--- config.mk ---
export PLATFORM = sky130hd
export DESIGN_NAME = hilo_muldiv_unit
export DESIGN_NICKNAME = d
export VERILOG_FILES = /design/src/rtl/hilo_muldiv_unit.sv
export SDC_FILE = /design/constraint.sdc
export NUM_CORES = 1
export LEC_CHECK = 0
export CAP_MARGIN = 20
export CORE_UTILIZATION = 45
export CTS_BUF_LIST = sky130_fd_sc_hd__clkbuf_8
export DETAILED_ROUTE_END_ITERATION = 8
export GPL_TIMING_DRIVEN = 0
export PLACE_DENSITY = 0.66
export SLEW_MARGIN = 10
export SYNTH_ARGS = -nofsm -noshare
export SYNTH_HDL_FRONTEND = slang
export SYNTH_SLANG_ARGS = --single-unit
--- constraint.sdc ---
create_clock -name Clk -period 4.64 [get_ports Clk]
set_input_delay 1.16 -clock Clk [delete_from_list [all_inputs] [get_ports Clk]]
set_output_delay 1.16 -clock Clk [all_outputs]
set_load 0.005 [all_outputs]
--- src/rtl/hilo_muldiv_unit.sv ---
// HI/LO multiply/divide unit: radix-2 shift-add multiply and restoring divide, one bit per clock.
// Optional build macro HILO_MULDIV_ACCUM_EN adds MADD/MADDU accumulation into {Hi,Lo}.
module hilo_muldiv_unit #(
  parameter int WIDTH = 32
) (
  input  logic             Clk,
  input  logic             Reset_n,
  input  logic             Start,
  input  logic [1:0]       Op,
  input  logic             Accum,
  input  logic [WIDTH-1:0] inA,
  input  logic [WIDTH-1:0] inB,
  input  logic             MtHi,
  input  logic             MtLo,
  input  logic [WIDTH-1:0] WriteData,
  output logic [WIDTH-1:0] Hi,
  output logic [WIDTH-1:0] Lo,
  output logic             Busy,
  output logic             Done,
  output logic             DivByZero
);

  localparam int CW = $clog2(WIDTH + 1);

  typedef enum logic [1:0] {
    IDLE = 2'b00,
    RUN  = 2'b01,
    FIN  = 2'b10
  } state_t;

  function automatic logic [WIDTH-1:0] negIf(input logic [WIDTH-1:0] v, input logic neg);
    return neg ? (~v + WIDTH'(1)) : v;
  endfunction

  function automatic logic [2*WIDTH-1:0] negIfWide(input logic [2*WIDTH-1:0] v, input logic neg);
    return neg ? (~v + (2*WIDTH)'(1)) : v;
  endfunction

  state_t             state_r;
  logic [CW-1:0]      cnt_r;
  logic               isDiv_r;
  logic               accum_r;
  logic               negRes_r;
  logic               negRem_r;
  logic               divZero_r;
  logic [WIDTH-1:0]   bOp_r;
  logic [WIDTH-1:0]   upper_r;
  logic [WIDTH-1:0]   lower_r;
  logic [WIDTH-1:0]   hi_r;
  logic [WIDTH-1:0]   lo_r;
  logic               busy_r;
  logic               done_r;
  logic               divByZero_r;

  logic               signA_s;
  logic               signB_s;
  logic [WIDTH-1:0]   magA_s;
  logic [WIDTH-1:0]   magB_s;
  logic [WIDTH-1:0]   addend_s;
  logic [WIDTH:0]     mulSum_s;
  logic [WIDTH:0]     divShift_s;
  logic [WIDTH+1:0]   divDiff_s;
  logic [WIDTH-1:0]   nextUpper_s;
  logic [WIDTH-1:0]   nextLower_s;
  logic [2*WIDTH-1:0] prodFix_s;
  logic [2*WIDTH-1:0] finalProd_s;
  logic [WIDTH-1:0]   quotFix_s;
  logic [WIDTH-1:0]   remFix_s;

  // Operand sign capture and magnitude conversion at launch (Op[0]=0 means signed).
  always_comb begin
    signA_s = ~Op[0] & inA[WIDTH-1];
    signB_s = ~Op[0] & inB[WIDTH-1];
    magA_s  = negIf(inA, signA_s);
    magB_s  = negIf(inB, signB_s);
  end

  // One iteration: multiply adds then shifts right, divide shifts left then trial-subtracts.
  always_comb begin
    addend_s    = lower_r[0] ? bOp_r : '0;
    mulSum_s    = {1'b0, upper_r} + {1'b0, addend_s};
    divShift_s  = {upper_r, lower_r[WIDTH-1]};
    divDiff_s   = {1'b0, divShift_s} - {2'b00, bOp_r};
    nextUpper_s = '0;
    nextLower_s = '0;
    if (isDiv_r) begin
      if (!divDiff_s[WIDTH+1]) begin
        nextUpper_s = divDiff_s[WIDTH-1:0];
        nextLower_s = {lower_r[WIDTH-2:0], 1'b1};
      end else begin
        nextUpper_s = divShift_s[WIDTH-1:0];
        nextLower_s = {lower_r[WIDTH-2:0], 1'b0};
      end
    end else begin
      nextUpper_s = mulSum_s[WIDTH:1];
      nextLower_s = {mulSum_s[0], lower_r[WIDTH-1:1]};
    end
  end

  // Sign fix-up of the finished magnitudes; a zero divisor forces an all-ones quotient.
  always_comb begin
    prodFix_s = negIfWide({upper_r, lower_r}, negRes_r);
    remFix_s  = negIf(upper_r, negRem_r);
    if (divZero_r) begin
      quotFix_s = '1;
    end else begin
      quotFix_s = negIf(lower_r, negRes_r);
    end
  end

`ifdef HILO_MULDIV_ACCUM_EN
  logic [2*WIDTH-1:0] accSum_s;
  logic               unusedBits_s;
  assign unusedBits_s = divDiff_s[WIDTH];

  // MADD/MADDU: accumulate the signed-fixed product onto the current {Hi,Lo}.
  always_comb begin
    accSum_s = {hi_r, lo_r} + prodFix_s;
    if (accum_r) begin
      finalProd_s = accSum_s;
    end else begin
      finalProd_s = prodFix_s;
    end
  end
`else
  logic [1:0] unusedBits_s;
  assign unusedBits_s = {Accum, divDiff_s[WIDTH]};

  // Without accumulation the fixed product goes straight to {Hi,Lo}.
  always_comb begin
    finalProd_s = prodFix_s;
  end
`endif

  // Control FSM, iteration datapath and the architectural HI/LO registers.
  always_ff @(posedge Clk or negedge Reset_n) begin
    if (!Reset_n) begin
      state_r     <= IDLE;
      cnt_r       <= '0;
      isDiv_r     <= 1'b0;
      accum_r     <= 1'b0;
      negRes_r    <= 1'b0;
      negRem_r    <= 1'b0;
      divZero_r   <= 1'b0;
      bOp_r       <= '0;
      upper_r     <= '0;
      lower_r     <= '0;
      hi_r        <= '0;
      lo_r        <= '0;
      busy_r      <= 1'b0;
      done_r      <= 1'b0;
      divByZero_r <= 1'b0;
    end else begin
      done_r      <= 1'b0;
      divByZero_r <= 1'b0;
      case (state_r)
        IDLE: begin
          if (MtHi) begin
            hi_r <= WriteData;
          end
          if (MtLo) begin
            lo_r <= WriteData;
          end
          if (Start) begin
            isDiv_r   <= Op[1];
            accum_r   <= Accum & ~Op[1];
            negRes_r  <= signA_s ^ signB_s;
            upper_r   <= '0;
            cnt_r     <= '0;
            busy_r    <= 1'b1;
            state_r   <= RUN;
            if (Op[1]) begin
              bOp_r     <= magB_s;
              lower_r   <= magA_s;
              negRem_r  <= signA_s;
              divZero_r <= (inB == '0);
            end else begin
              bOp_r     <= magA_s;
              lower_r   <= magB_s;
              negRem_r  <= 1'b0;
              divZero_r <= 1'b0;
            end
          end
        end
        RUN: begin
          upper_r <= nextUpper_s;
          lower_r <= nextLower_s;
          cnt_r   <= cnt_r + CW'(1);
          if (cnt_r == CW'(WIDTH - 1)) begin
            state_r <= FIN;
          end
        end
        FIN: begin
          if (isDiv_r) begin
            hi_r        <= remFix_s;
            lo_r        <= quotFix_s;
            divByZero_r <= divZero_r;
          end else begin
            {hi_r, lo_r} <= finalProd_s;
          end
          done_r  <= 1'b1;
          busy_r  <= 1'b0;
          state_r <= IDLE;
        end
        default: begin
          busy_r  <= 1'b0;
          state_r <= IDLE;
        end
      endcase
    end
  end

  assign Hi        = hi_r;
  assign Lo        = lo_r;
  assign Busy      = busy_r;
  assign Done      = done_r;
  assign DivByZero = divByZero_r;

endmodule

======== Word level (Yosys, flattened, before mapping) ========
Cells that the tools add are included.
Widths: inputs -> output; s select.
storage, ports and cells
  register bits after elaboration ......... 175
  logic and storage cells ................. 84
  bits of input ports ..................... 104
  output and inout bits ................... 67
operators by class
  eq/ne operators ......................... 7
  bitwise operators ....................... 10
  mux-type cells .......................... 35
  add/subtract/negate cells ............... 8
  reduce and logical (&&, ||, !) cells .... 10
operators with widths
  kind                   number
  $mux 32                17
  $pmux 32 s2            4
  $add 32x1->32 const B  4
  $not 32->32            4
  $add 64x1->64 const B  1
  $mux 64                1
  $not 64->64            1
  $sub 33x32->34         1
  $add 32x32->33         1
  $logic_not 32->1       1
  $pmux 6 s2             1
  $reduce_and 2->1       6
  $ne 2x2->1 const B     4
  $mux 1                 7
  $add 6x1->6 const B    1
  $eq 6x5->1 const B     1
  $mux 6                 1
  $mux 2                 2
  $pmux 2 s2             1
  $reduce_bool 2->1      2
  $and 1x1->1            2
  $eq 2x1->1 const B     1
  $eq 2x2->1 const B     1
  $logic_not 2->1        1
  3 further kinds        4

======== Logic depth before layout (Yosys ltp) ========
Gate-level depths: netlist of the first run.
  word-level depth ........................ 6
  mapped depth ............................ 15
  depth with buffers taken out ............ 14

======== Worst setup path after synthesis of the first run ========
Ideal clock, no wire load.
  path type ............................... input to register
  start ................................... input inB[8]
  end ..................................... register lower_r[23]
  data arrival time ....................... 3384 ps
  required time ........................... 4516 ps
  buffers on the path ..................... 0
  slack ................................... 1133 ps
  setup time .............................. 124 ps
  stages .................................. 8
  cell sequence ........................... or3_1 -> or4_1 -> nor4_2 -> nand2_1 -> o31ai_1 -> xor2_1 -> a21oi_1 -> o31a_1
between the ends
  word-level cells in the longest chain between the ends .. 6
ends and longest elaborated chain
  what                    line  RTL
  start: declaration      12    input logic [WIDTH-1:0] inB,
  $not 32->32             32    return neg ? (~v + WIDTH'(1)) : v;
  $add 32x1->32           32
  $mux 32                 32
  $mux 32                 172   if (Op[1]) begin
  $mux 32                 164   if (Start) begin
  $pmux 32 s2             156   case (state_r)
  end signal: assignment  174   lower_r <= magA_s;
  end signal: assignment  179   lower_r <= magB_s;
  end signal: assignment  187   lower_r <= nextLower_s;
  end: declaration        48    logic [WIDTH-1:0] lower_r;
No other way between the ends. The select of a mux whose other input is x is not followed.
A chain may end at the register's enable or synchronous reset.

======== Final worst setup path of the first run ========
  start ................................... register upper_r[9]
  end ..................................... register lower_r[0]
between the ends
  word-level cells in the longest chain between the ends .. 4
ends and longest elaborated chain
  what                      line  RTL
  start: declaration        47    logic [WIDTH-1:0] upper_r;
  start signal: assignment  186   upper_r <= nextUpper_s;
  $sub 33x32->34            83    divDiff_s = {1'b0, divShift_s} - {2'b00, bOp_r};
  $mux 1                    87    if (!divDiff_s[WIDTH+1]) begin
  $mux 32                   86    if (isDiv_r) begin
  $pmux 32 s2               156
No other way between the ends.

==> flow_results.org, run 1 <==
** Outcome
- Result of the run :: finished, final reports clean

** Synthesis
- Distinct cell type count after synthesis :: 74
- The number of nets handed over by synthesis was 2061.
- Counting every instance in the synthesized netlist gives 1886.
- The average instance in the mapped netlist occupies 7.75 um2.
- Synth async-reset ratio :: 1.00
- The synthesized design contains 175 register bits.
- Post-synthesis instance area :: 14600 um2
- Dominant synthesized flop cell :: sky130_fd_sc_hd__dfrtp_1
- Sequential-to-total area share from yosys stat :: 0.300
- Counting flops with a built-in enable in the synthesized netlist gives 0.
- Warnings, synthesis :: 0

** STA
- Between clock sinks in the finished design, the worst skew comes to 0.0301 ns.
- Final setup TNS :: 0 ns
- Final slew viol count :: 0
- Final Setup Violations :: 0
- The worst pin sits at a relative slew slack of 0.413.
- Final Cycle Share :: 0.937
- Based on the critical path, the design can be clocked at up to 0.230 GHz.
- The number of hold violations in the final report was 0.
- Clock period minus worst slack :: 4.35 ns
- Least-Margin Pin Slew :: 0.873 ns
- Unrepaired setup endpoints after global routing :: false
- Min setup slack post-route :: 0.292 ns

** Cells and area
- Synth-to-layout area growth :: 18.2%
- Final design instance area without fill :: 17300 um2
- In the final layout, the share of cells above drive strength 1 is 0.0335.
- Nets@finish :: 2249
- The finished layout holds 2522 standard cells, fillers aside.
- Diode insertion count for antenna repair :: 0

** Floorplanning
- Area of the die :: 33200 um2
- Die W :: 182 um
- The die is 182 um tall.
- In this run the count of I/O pins placed on the die edge is 171.
- The core region is 31800 um2.
- Starting density of the core :: 0.460
- The initialized floorplan defines 65 standard-cell rows.

** Placement
- Port buffering added 168 buffers.
- Post-detail-place hpwl :: 43700 um
- Routability-driven placement finished with a final weighted congestion of 0.971.
- Number of cells after detailed placement :: 2490
- After detailed placement, the total cell area comes to 16900 um2.
- Post-Place Worst Slack :: 0.0270 ns

** Global route
- Overall Global Routing Usage :: 0.333
- The number of antenna violations at the first check in global routing was 2.
- Number of global-route vias before repair :: 14600
- Global-route wire length before repair :: 84700 um
- After global routing the overflow that remains totals 0.
- Entering global routing, the biggest net connects 103 pins.

** Clock network
- The tree is rooted in a sky130_fd_sc_hd__clkbuf_8.
- TritonCTS clock tree :: yes
- The number of setup buffers added after CTS is 0.
- Clock Pin Slew Worst Setup and Hold Paths :: 0.10 ns
- Once the clock tree was built, the resizer swapped 0 gates to a different size.
- Buffers inserted during clock tree synthesis total 17.
- For this design, the CTS-stage hold fixing added 0 buffers.
- Number of clock sinks :: 175
- The clock reaches the later pin of the worst-skew pair after 0.49 ns.
- In this run the deepest clock path goes through 2 buffers.
- In this run the number of H-tree levels came out at 4.

** Routing
- Wire length reported by the detailed router :: 54700 um
- Number of iterations in the first detailed-routing pass :: 7
- After detailed routing, the number of remaining DRC violations is 0.
- Antenna viol nets, final :: 0
- Dividing the detail-routed wire length by the instance count gives 21.7 um.
- After the first detailed-routing iteration, the DRC count stood at 1415.
- Number of vias in the routed layout :: 15100
- Using the TritonRoute via totals, the vias-per-cell ratio works out to 5.99.

** Power and ir drop
- Total power draw :: 11700 uW
- The analysis attributes to cell leakage a power of 0.00712 uW.
- Total power divided by cell area :: 676 nW/um2
- VDD IR-drop max :: 0.297 mV

** Worst hold path
- Worst min-delay path category :: flop to flop
- The worst hold path passes through 2 cells.
- The startpoint identified for the worst hold timing path is Hi[0].
- Endpoint, Worst Hold :: Hi[0]

** Setup path
- By startpoint and endpoint, the worst setup path is classified as flop to flop.
- Data arrives at the worst endpoint at 4.67 ns.
- Endpoint required time on the critical path :: 4.97 ns
- In this run the critical register-to-register path is captured at lower_r[0].
- Crit. End Element :: flop
- The worst register-to-register path begins at upper_r[9].
- Setup slack on the worst reg-to-reg path comes out at 0.29 ns.
- STA classifies the critical path startpoint as a flop.
- Peak fanout along the critical path :: 10
- The number of cells on the worst reg-to-reg path is 13.

** Run
- Max-Cap Viols :: 0
state kept, by name, summed over array words and instances (netlist names), 2 cells and up:
| register | flops |
|---|---|
| upper_r | 32 |
| Hi | 32 |
| bOp_r | 32 |
| cnt_r | 6 |
| Lo | 32 |
| lower_r | 32 |
| state_r | 2 |
report_power, final:
part / internal, uW / switching [uW]
sequential: 2110 / 836
combinational: 3210 / 4390
clock: 455 / 683
total: 5780 / 5910
cells in the final DEF, fill, tap and decap left out, types with 17 or more instances in the layout:
cell / instances
sky130_fd_sc_hd__clkbuf_8: 17
sky130_fd_sc_hd__mux2i_1: 50
sky130_fd_sc_hd__clkbuf_1: 97
sky130_fd_sc_hd__nand3_1: 20
sky130_fd_sc_hd__o21ai_0: 198
sky130_fd_sc_hd__xor2_1: 81
sky130_fd_sc_hd__a22oi_1: 24
sky130_fd_sc_hd__nor4_1: 17
sky130_fd_sc_hd__xnor2_1: 90
sky130_fd_sc_hd__clkdlybuf4s50_1: 167
sky130_fd_sc_hd__a21oi_1: 218
sky130_fd_sc_hd__nand2_1: 190
sky130_fd_sc_hd__inv_1: 58
sky130_fd_sc_hd__dfrtp_1: 175
sky130_fd_sc_hd__nor2_1: 216
sky130_fd_sc_hd__ha_1: 69
sky130_fd_sc_hd__nand2b_1: 23
sky130_fd_sc_hd__a21o_1: 34
sky130_fd_sc_hd__nor3_1: 23
sky130_fd_sc_hd__o31ai_1: 30
critical path, cell delays in order, from the launching register on:
cell                        delay (ns)
sky130_fd_sc_hd__dfrtp_1          0.63
sky130_fd_sc_hd__ha_1             0.41
sky130_fd_sc_hd__nand4_1          0.12
sky130_fd_sc_hd__o22ai_1          0.12
sky130_fd_sc_hd__a2111oi_0        0.38
sky130_fd_sc_hd__o21ai_0          0.35
sky130_fd_sc_hd__a21oi_1          0.39
sky130_fd_sc_hd__o31ai_2          0.20
sky130_fd_sc_hd__a311oi_1         0.50
sky130_fd_sc_hd__buf_4            0.27
sky130_fd_sc_hd__buf_2            0.38
sky130_fd_sc_hd__nand2_1          0.16
sky130_fd_sc_hd__o211ai_1         0.14
sky130_fd_sc_hd__o311ai_0         0.16
cells by family (layout without fill, tap and decap cells):
group,count (synthesis),in the layout,synth area share
AO/OA/AOI/OAI,651,651,0.269
buffers and inverters,175,376,0.0464
AND/OR/NAND/NOR,591,591,0.185
XOR/XNOR,171,171,0.102
flip-flops,175,175,0.300
multiplexers,52,52,0.0358
adder cells (fa/ha/maj),71,71,0.0618
how the worst max path moves through the flow:
stage          cells past startpoint  slack (ns)          end        from
5_1_grt                           13        0.11   lower_r[0]  upper_r[7]
3_5_place_dp                       9        0.03  lower_r[27]      inB[8]
4_1_cts                           13        0.40   lower_r[0]  upper_r[7]
3_3_place_gp                       1       -5.26  upper_r[17]     Reset_n
2_1_floorplan                      8        1.13  lower_r[23]      inB[8]
6_report                          13        0.29   lower_r[0]  upper_r[9]
layer usage:
layer / part of all wire / vias up / wire (um) / track usage
met1: 0.44 / 7202 / 24200 / 0.449
li1: - / 7128 / - / -
met5: 0.00048 / - / 26 / 0
met2: 0.45 / 646 / 24400 / 0.525
met3: 0.065 / 115 / 3540 / 0.0481
met4: 0.046 / 4 / 2510 / 0.159
Yosys cell counts (7+ instances only):
library cell	instances	area, um2
sky130_fd_sc_hd__buf_1	10	37.5
sky130_fd_sc_hd__o41ai_1	15	131
sky130_fd_sc_hd__inv_1	58	218
sky130_fd_sc_hd__a22oi_1	24	180
sky130_fd_sc_hd__or4_1	12	90.1
sky130_fd_sc_hd__a31oi_1	13	81.3
sky130_fd_sc_hd__and3_1	16	100
sky130_fd_sc_hd__nor2_1	216	811
sky130_fd_sc_hd__nor3_1	23	115
sky130_fd_sc_hd__dfrtp_1	175	4380
sky130_fd_sc_hd__a211oi_1	11	82.6
sky130_fd_sc_hd__clkbuf_1	97	364
sky130_fd_sc_hd__xnor2_1	90	788
sky130_fd_sc_hd__o31ai_1	30	225
sky130_fd_sc_hd__mux2i_1	50	500
sky130_fd_sc_hd__nand3_1	20	100
sky130_fd_sc_hd__ha_1	69	863
sky130_fd_sc_hd__o211ai_1	10	75.1
sky130_fd_sc_hd__a21o_1	34	255
sky130_fd_sc_hd__xor2_1	81	709
sky130_fd_sc_hd__nor4_1	17	106
sky130_fd_sc_hd__nand2b_1	23	144
sky130_fd_sc_hd__or3_1	16	100
sky130_fd_sc_hd__o21a_1	12	90.1
sky130_fd_sc_hd__nand2_1	190	713
sky130_fd_sc_hd__and2_1	8	50.1
sky130_fd_sc_hd__a22o_1	7	61.3
sky130_fd_sc_hd__o22a_1	9	78.8
sky130_fd_sc_hd__a21oi_1	218	1090
sky130_fd_sc_hd__nor2b_1	14	87.6
sky130_fd_sc_hd__o21ai_0	198	991
sky130_fd_sc_hd__o22ai_1	13	81.3
sky130_fd_sc_hd__or2_2	9	56.3
sky130_fd_sc_hd__nand4_1	12	75.1
cell type report:
class / instances / area, um2
fill: 3030 / 14500
multi-input combinational: 1536 / 9560
sequential: 175 / 4380
timing repair buffer: 169 / 1710
tap: 435 / 544
buffer: 116 / 457
clock buffer: 17 / 234
inverter: 59 / 221
clock inverter: 15 / 173
metrics by stage:
| step | hold slack, ns | util |
|---|---|---|
| CTS | 0.494 | 0.544 |
| global placement | 0.469 | 0.530 |
| floorplan | 0.448 | - |
| detailed placement | 0.470 | 0.531 |
| global route | 0.525 | 0.544 |
| finish | 0.490 | 0.544 |
No activity file was read; power rests on OpenSTA's default activity.
==> inputs of run 2 (changes only) <==
==> constraint.sdc (replaced) <==
create_clock -name Clk -period 4.64 [get_ports Clk]
set_input_delay 1.16 -clock Clk [delete_from_list [all_inputs] [get_ports Clk]]
set_output_delay 1.16 -clock Clk [all_outputs]
set_load 0.05 [all_outputs]
==> results of run 2 <==
Same layout as run 1 (identical final DEF). Status: finished, final reports clean.
Main changes from that run: total power 11700 uW -> 12300 uW
